File: src/rtl/dbus_rr_arbiter.sv
// dbus_rr_arbiter: N-master to 1-slave round-robin arbiter for the CPU data bus.
// The selected master is forwarded to the slave in the same cycle, with no added latency.
// While the slave stalls, the grant stays locked on the owner. Other requesters wait,
// and the round-robin pointer moves past the master that was served last.
module dbus_rr_arbiter #(
    parameter int unsigned N_MASTER = 2,
    parameter int unsigned DATA_W   = 32,
    parameter int unsigned ADDR_W   = 32,
    parameter int unsigned TRANS_W  = 8,
    parameter int unsigned ID_W     = $clog2(N_MASTER)
) (
    input  logic                           clk,
    input  logic                           rst,

    input  logic [N_MASTER-1:0]            m_read,
    input  logic [N_MASTER-1:0]            m_write,
    input  logic [N_MASTER-1:0]            m_invalidate,
    input  logic [N_MASTER-1:0]            m_invalidate_icache,
    input  logic [N_MASTER*ADDR_W-1:0]     m_address,
    input  logic [N_MASTER*DATA_W-1:0]     m_wrdata,
    input  logic [N_MASTER*DATA_W/8-1:0]   m_byteenable,
    input  logic [N_MASTER*TRANS_W-1:0]    m_trans_in,
    output logic [N_MASTER-1:0]            m_stall,
    output logic [DATA_W-1:0]              m_rddata,
    output logic [TRANS_W-1:0]             m_trans_out,

    output logic                           s_read,
    output logic                           s_write,
    output logic                           s_invalidate,
    output logic                           s_invalidate_icache,
    output logic [ADDR_W-1:0]              s_address,
    output logic [DATA_W-1:0]              s_wrdata,
    output logic [DATA_W/8-1:0]            s_byteenable,
    output logic [TRANS_W-1:0]             s_trans_in,
    output logic [ID_W-1:0]                s_id,
    input  logic                           s_stall,
    input  logic [DATA_W-1:0]              s_rddata,
    input  logic [TRANS_W-1:0]             s_trans_out,

    output logic                           err_abort
);

    localparam int unsigned BE_W = DATA_W / 8;

    typedef enum logic {
        IDLE = 1'b0,
        LOCK = 1'b1
    } state_t;

    state_t          state_q, state_d;
    logic [ID_W-1:0] owner_q, owner_d;
    logic [ID_W-1:0] rr_q,    rr_d;
    logic            err_q,   err_d;

    logic [N_MASTER-1:0] req;
    logic [ID_W-1:0]     winner;
    logic                any_req;
    int unsigned         scan_idx;

    logic [ID_W-1:0]     sel;
    logic                fwd;

    logic                sel_read, sel_write, sel_inv, sel_inv_ic;

    // Next round-robin position, wrapping by modulo so any N_MASTER works.
    function automatic logic [ID_W-1:0] rr_next(input logic [ID_W-1:0] id);
        if (32'(id) == N_MASTER - 1) begin
            return '0;
        end
        return id + 1'b1;
    endfunction

    // A master requests when any of its operation bits is set.
    assign req = m_read | m_write | m_invalidate | m_invalidate_icache;

    // Slave read data and tag are broadcast to every master.
    assign m_rddata    = s_rddata;
    assign m_trans_out = s_trans_out;

    // Winner: the first requester found when scanning upward from rr_q.
    always_comb begin
        winner   = rr_q;
        any_req  = 1'b0;
        scan_idx = 0;
        for (int k = 0; k < N_MASTER; k++) begin
            scan_idx = 32'(rr_q) + 32'(k);
            if (scan_idx >= N_MASTER) begin
                scan_idx = scan_idx - N_MASTER;
            end
            if (!any_req && req[scan_idx]) begin
                any_req = 1'b1;
                winner  = ID_W'(scan_idx);
            end
        end
    end

    // State, owner, pointer and abort-flag registers.
    always_ff @(posedge clk or posedge rst) begin
        if (rst) begin
            state_q <= IDLE;
            owner_q <= '0;
            rr_q    <= '0;
            err_q   <= 1'b0;
        end else begin
            state_q <= state_d;
            owner_q <= owner_d;
            rr_q    <= rr_d;
            err_q   <= err_d;
        end
    end

    // Next-state logic, plus the selection of the master driven to the slave.
    always_comb begin
        state_d = state_q;
        owner_d = owner_q;
        rr_d    = rr_q;
        err_d   = 1'b0;
        sel     = rr_q;
        fwd     = 1'b0;
        unique case (state_q)
            IDLE: begin
                if (any_req) begin
                    sel = winner;
                    fwd = 1'b1;
                    if (s_stall) begin
                        owner_d = winner;
                        state_d = LOCK;
                    end else begin
                        rr_d = rr_next(winner);
                    end
                end
            end
            LOCK: begin
                sel = owner_q;
                if (req[owner_q]) begin
                    fwd = 1'b1;
                    if (!s_stall) begin
                        rr_d    = rr_next(owner_q);
                        state_d = IDLE;
                    end
                end else begin
                    // The owner dropped its request while locked. Abort the transfer and flag it.
                    rr_d    = rr_next(owner_q);
                    err_d   = 1'b1;
                    state_d = IDLE;
                end
            end
            default: begin
                state_d = IDLE;
            end
        endcase
    end

    // Payload mux: route the selected master's operation bits and payload to the slave.
    always_comb begin
        sel_read            = 1'b0;
        sel_write           = 1'b0;
        sel_inv             = 1'b0;
        sel_inv_ic          = 1'b0;
        s_address           = '0;
        s_wrdata            = '0;
        s_byteenable        = '0;
        s_trans_in          = '0;
        for (int i = 0; i < N_MASTER; i++) begin
            if (sel == ID_W'(i)) begin
                sel_read     = m_read[i];
                sel_write    = m_write[i];
                sel_inv      = m_invalidate[i];
                sel_inv_ic   = m_invalidate_icache[i];
                s_address    = m_address[i*ADDR_W +: ADDR_W];
                s_wrdata     = m_wrdata[i*DATA_W +: DATA_W];
                s_byteenable = m_byteenable[i*BE_W +: BE_W];
                s_trans_in   = m_trans_in[i*TRANS_W +: TRANS_W];
            end
        end
    end

    // Request strobes reach the slave only while a transfer is being forwarded.
    assign s_read              = fwd & sel_read;
    assign s_write             = fwd & sel_write;
    assign s_invalidate        = fwd & sel_inv;
    assign s_invalidate_icache = fwd & sel_inv_ic;
    assign s_id                = sel;
    assign err_abort           = err_q;

    // Every requester stalls, except the master being served in a cycle the slave accepts.
    always_comb begin
        m_stall = '0;
        for (int i = 0; i < N_MASTER; i++) begin
            m_stall[i] = req[i] & ~(fwd & (sel == ID_W'(i)) & ~s_stall);
        end
    end

endmodule

File: config.mk
export PLATFORM = sky130hd
export DESIGN_NAME = dbus_rr_arbiter
export DESIGN_NICKNAME = d
export VERILOG_FILES = /design/src/rtl/dbus_rr_arbiter.sv
export SDC_FILE = /design/constraint.sdc
export NUM_CORES = 1
export LEC_CHECK = 0
export ABC_AREA = 1
export BUFFER_PORTS_ARGS = -buffer_cell sky130_fd_sc_hd__buf_2
export CELL_PAD_IN_SITES_DETAIL_PLACEMENT = 1
export CELL_PAD_IN_SITES_GLOBAL_PLACEMENT = 2
export CORE_MARGIN = 5
export CORE_UTILIZATION = 10
export CTS_CLUSTER_SIZE = 8
export DETAILED_ROUTE_END_ITERATION = 8
export PLACE_DENSITY_LB_ADDON = 0.1
export SLEW_MARGIN = 15
export SYNTH_ARGS = -nofsm -noshare
export SYNTH_HDL_FRONTEND = slang
export SYNTH_SLANG_ARGS = --single-unit
File: constraint.sdc
create_clock -name clk -period 2.4 [get_ports clk]
set_input_delay 0.48 -clock clk [delete_from_list [all_inputs] [get_ports clk]]
set_output_delay 0.48 -clock clk [all_outputs]
set_load 0.005 [all_outputs]
After elaboration in Yosys (flattened, before gate mapping)
Index checks and enable logic that the tools add are counted.

storage, ports and cells
  word-level logic and storage cells = 90
  output and inout bits = 124
  flip-flop bits (word level) = 4

operators by class
  bitwise logic cells = 18
  reductions and logical operators = 4
  equality and inequality tests = 3
  muxes and demuxes = 51
  order comparisons = 5
  $add $sub $neg = 5

operators by type and width
  kind                 number
  $mux 32              4
  $lt 32x2->1 const B  2
  $mux 1               41
  $and 1x1->1          10
  $mux 8               1
  $pmux 1 s2           4
  $or 2x2->2           3
  $reduce_and 3->1     2
  $not 1->1            5
  $mux 4               1
  $ne 2x2->1 const B   2
  $ne 3x3->1 const B   1
  $sub 1x2->3 const B  1
  $sub 2x2->3 const B  1
  $add 1x1->1 const B  2
  $add 1x1->2 const B  1
  $ge 1x2->1 const B   1
  $ge 2x2->1 const B   1
  $lt 1x2->1 const B   1
  $logic_and 1x1->1    1
  $logic_not 1->1      1

Logic depth before layout (Yosys ltp)
  depth after elaboration = 17
  gate-level depth with buffers = 10
  gate-level depth less buffers = 10

Worst setup path after synthesis
No wires, ideal clock.

  kind = input-to-output
  start = input m_invalidate_icache[1]
  end = output s_address[0]
  path slack = 0.620 ns
  path buffers = 1
  arrival = 1.300 ns
  stages on the path = 10
  cell sequence = nor2_1 > nand2_1 > clkinv_1 > nand2_1 > nand2_2 > nand2_2 > nand2_4 > buf_2 > nand2_1 > nand2_1

on the way
  word-level cells in the longest chain between the ends = 10
  elaborated cells between the ends (all ways) = 14

RTL lines
  item                                       line  text
  start, declared                            18    input logic [N_MASTER-1:0] m_invalidate_icache,
  $or 2x2->2 (*)                             74    assign req = m_read | m_write | m_invalidate | m_invalidate_icache;
  $mux 1 (implied by the code) (2 in a row)  90    if (!any_req && req[scan_idx]) begin
  $mux 1                                     90
  $logic_not 1->1                            90
  $logic_and 1x1->1                          90
  $mux 1                                     90
  $mux 1 (*)                                 122   if (any_req) begin
  $pmux 1 s2 (*)                             120   unique case (state_q)
  $mux 32 (*)                                165   if (sel == ID_W'(i)) begin
  end, declared                              31    output logic [ADDR_W-1:0] s_address,

Mark *: on every way between the ends. The rest lies on a longest branch, timed or not. The select of a mux whose other input is x is not followed.

Final worst setup path
  start = input m_write[1]
  end = output s_address[17]

on the way
  word-level cells in the longest chain between the ends = 12
  elaborated cells between the ends (all ways) = 16

RTL lines
  item                                       line  text
  start, declared                            16    input logic [N_MASTER-1:0] m_write,
  $or 2x2->2 (*) (3 in a row)                74
  $mux 1 (implied by the code) (2 in a row)  90
  $mux 1                                     90
  $logic_not 1->1                            90
  $logic_and 1x1->1                          90
  $mux 1                                     90
  $mux 1 (*)                                 122
  $pmux 1 s2 (*)                             120
  $mux 32 (*)                                165

Marks and branches as above.

==> metrics.txt <==
result of the run finished, final reports clean; most frequently used cell type in the post-synthesis netlist sky130_fd_sc_hd__nand2_1; DIE HEIGHT about 140 µm; number of warning messages in the yosys log 0; part of the Yosys area used for sequential elements approximately 6%; routed via count between 2000 and 3000; layout cell share with drive strength beyond 1 about half; number of DRC markers after the initial detailed-route iteration 20; number of violations of the max-capacitance limit 0; area share of the leading cell type in the synthesized netlist roughly 57%; global-route wire length before repair between 15000 and 20000 µm; DRT antenna net count 0; min Tclk post-route ~2.2 ns; post-synth net total between 500 and 600; largest net degree at the start of global routing 42; Chip Width about 140 µm; number of antenna violations at the first check in global routing 0; Mean Syn Cell Area around 4.8 µm²; slew at the pin closest to its max-slew limit between 0.2 and 0.25 ns; hold slack 0.143 ns; library cell occupying the most area in the post-synthesis netlist sky130_fd_sc_hd__nand2_1; FF-to-FF Start state_q; placed cell area 0.00280 mm²; setup repair after global routing missed its margin no; net total in the final layout between 700 and 800; arrival time at the worst endpoint roughly 1.8 ns; drt total wl between 9000 and 10000 µm; effective utilization at floorplan ~10%; FF+latch count, synth 4; Placer Congestion ~0.71; die area roughly 0.019 mm²; total clock buffers created by CTS 3; endpoints failing hold 0; number of top-level design ports between 300 and 400; capturing element type of the critical path primary output; Cell variety after synth 16; total iterations of the first detailed-routing run 4; estimated wirelength of the detail-placed design approximately 8600 µm; largest cells by area after synthesis sky130_fd_sc_hd__nand2_1, sky130_fd_sc_hd__buf_4, sky130_fd_sc_hd__buf_6, sky130_fd_sc_hd__dfrtp_1, sky130_fd_sc_hd__buf_2; clock-pin slew on the worst setup and hold paths ~0.030 ns; Max Root-Sink Buffers 2; buffers added on ports between 200 and 250; count of buffers added by post-CTS timing repair for setup 0; cells after synthesis 343; total setup violations reported at the end of the flow 0; via count of the first global-routing pass roughly 2800; cell chosen for the clock root sky130_fd_sc_hd__clkbuf_16; total congestion overflow after global routing 0; most frequent cells after synthesis sky130_fd_sc_hd__nand2_1, sky130_fd_sc_hd__buf_4, sky130_fd_sc_hd__buf_6; final total negative setup slack 0 ns; Placeable Area ~0.016 mm²; leakage power around 1.9 nW; most instantiated flip-flop cell in the synthesis netlist sky130_fd_sc_hd__dfrtp_1; number of H-tree branching levels 1; number of synthesized flops with an enable pin 0; crit start category input pin; portion of the clock cycle consumed by the worst path in the final layout around 90%; CP required between 1.5 and 2 ns; final total power between 1 and 1.5 mW; FMAX roughly 0.45 GHz; CTS tree yes; clock insertion delay at the later pin of the skew report 0.22 ns; final worst clock skew 0.00105 ns; quantity of hold-fixing buffers added after cts 0; critical path peak fanout 39; hold crit path type in -> async; detail-routed net length per standard cell about 13 µm; # resized after CTS 0; number of clock sinks 4; ratio of routed vias to standard cells around 3.6; headroom to the max-slew limit 83.3%; async set-reset flop share out of synthesis 100%; PD cells between 400 and 500 mW/mm²; largest voltage drop on the vdd net about 160 µV; category of the critical setup timing path in -> out; synthesis-to-finish area growth 75.0%; global-route usage over all layers roughly a tenth; # rows 46; CP startpoint m_write[1]; Max Slew Vio Count 0; summed instance area of the synthesized netlist between 0.0015 and 0.002 mm²; antenna diode count 0; Final Instance Area between 0.002 and 0.003 mm²; remaining routing DRC violations 0
[power by group]
| group | switching, mW | internal [mW] | leakage [nW] |
|---|---|---|---|
| sequential | 0.00839 | 0.0762 | 0.0487 |
| combinational | 0.526 | 0.439 | 1.85 |
| clock | 0.0462 | 0.213 | 0.0370 |
| total | 0.581 | 0.728 | 1.94 |
[routing by layer]
layer  part of all wire [%]  wire, µm  track usage, %
met1                     37      3650            9.74
met2                     52      5220            18.8
met3                    8.6       853            3.52
met4                    2.5       252            3.54
met5                      0         0               0
[critical path: stages]
cell and delay (ns):
sky130_fd_sc_hd__buf_2 0.10, sky130_fd_sc_hd__nor2_1 0.17, sky130_fd_sc_hd__nand2_1 0.13, sky130_fd_sc_hd__clkinv_1 0.06, sky130_fd_sc_hd__nand2_1 0.07, sky130_fd_sc_hd__nand2_2 0.08, sky130_fd_sc_hd__nand2_2 0.06, sky130_fd_sc_hd__nand2_4 0.10
sky130_fd_sc_hd__buf_12 0.20, sky130_fd_sc_hd__nand2_1 0.10, sky130_fd_sc_hd__nand2_1 0.07, sky130_fd_sc_hd__buf_2 0.10
[worst paths after layout]
kind                                 end  slack (ns)  cells after the start
setup / recovery           s_address[17]        0.17                     12
hold / removal                   owner_q        0.14                      2
setup reg to reg                    rr_q        1.09                      5
hold reg to reg                     rr_q        0.55                      2
max in group asynchronous      err_abort        2.10                      2
min in group clk                    rr_q        0.55                      2
[stage by stage]
step	utilization (%)	std cells	setup WS [ns]
6_report	17.9	757	0.174
2_1_floorplan	-	343	0.620
3_3_place_gp	17.5	754	0.142
3_5_place_dp	17.5	754	0.130
5_1_grt	17.9	757	0.0218
4_1_cts	17.9	757	0.129
[layout by cell type (no fill, tap or decap)]
| cell type | instances |
|---|---|
| sky130_fd_sc_hd__a21oi_1 | 3 |
| sky130_fd_sc_hd__buf_12 | 4 |
| sky130_fd_sc_hd__buf_2 | 246 |
| sky130_fd_sc_hd__buf_4 | 2 |
| sky130_fd_sc_hd__clkbuf_16 | 3 |
| sky130_fd_sc_hd__clkinv_1 | 1 |
| sky130_fd_sc_hd__dfrtp_1 | 4 |
| sky130_fd_sc_hd__inv_1 | 7 |
| sky130_fd_sc_hd__nand2_1 | 250 |
| sky130_fd_sc_hd__nand2_2 | 4 |
| sky130_fd_sc_hd__nand2_4 | 1 |
| sky130_fd_sc_hd__nand3_1 | 6 |
| sky130_fd_sc_hd__nand3b_1 | 1 |
| sky130_fd_sc_hd__nor2_1 | 5 |
| sky130_fd_sc_hd__nor2_2 | 2 |
| sky130_fd_sc_hd__nor3_1 | 1 |
| sky130_fd_sc_hd__o21ai_0 | 1 |
[cells by family (layout without fill, tap and decap cells)]
kind of cell	count (synthesis)	in the layout	share of synthesized area, %
AO/OA/AOI/OAI	4	4	1.22
buffers and inverters	65	263	28.9
flip-flops	4	4	6.10
AND/OR/NAND/NOR	270	270	63.8
[registers in the layout (all words and copies together) (netlist names)]
signal and flops:
owner_q 1, state_q 1, rr_q 1, err_abort 1
[final cells by class]
cell class / count / area [µm²]
multi-input cells: 274 / 1070
clock buffers: 3 / 75.1
well taps: 216 / 270
inverters: 8 / 30.0
fillers: 2136 / 13100
flip-flops and latches: 4 / 100
repair buffers: 252 / 1330
(Power assumes the default switching activity.)
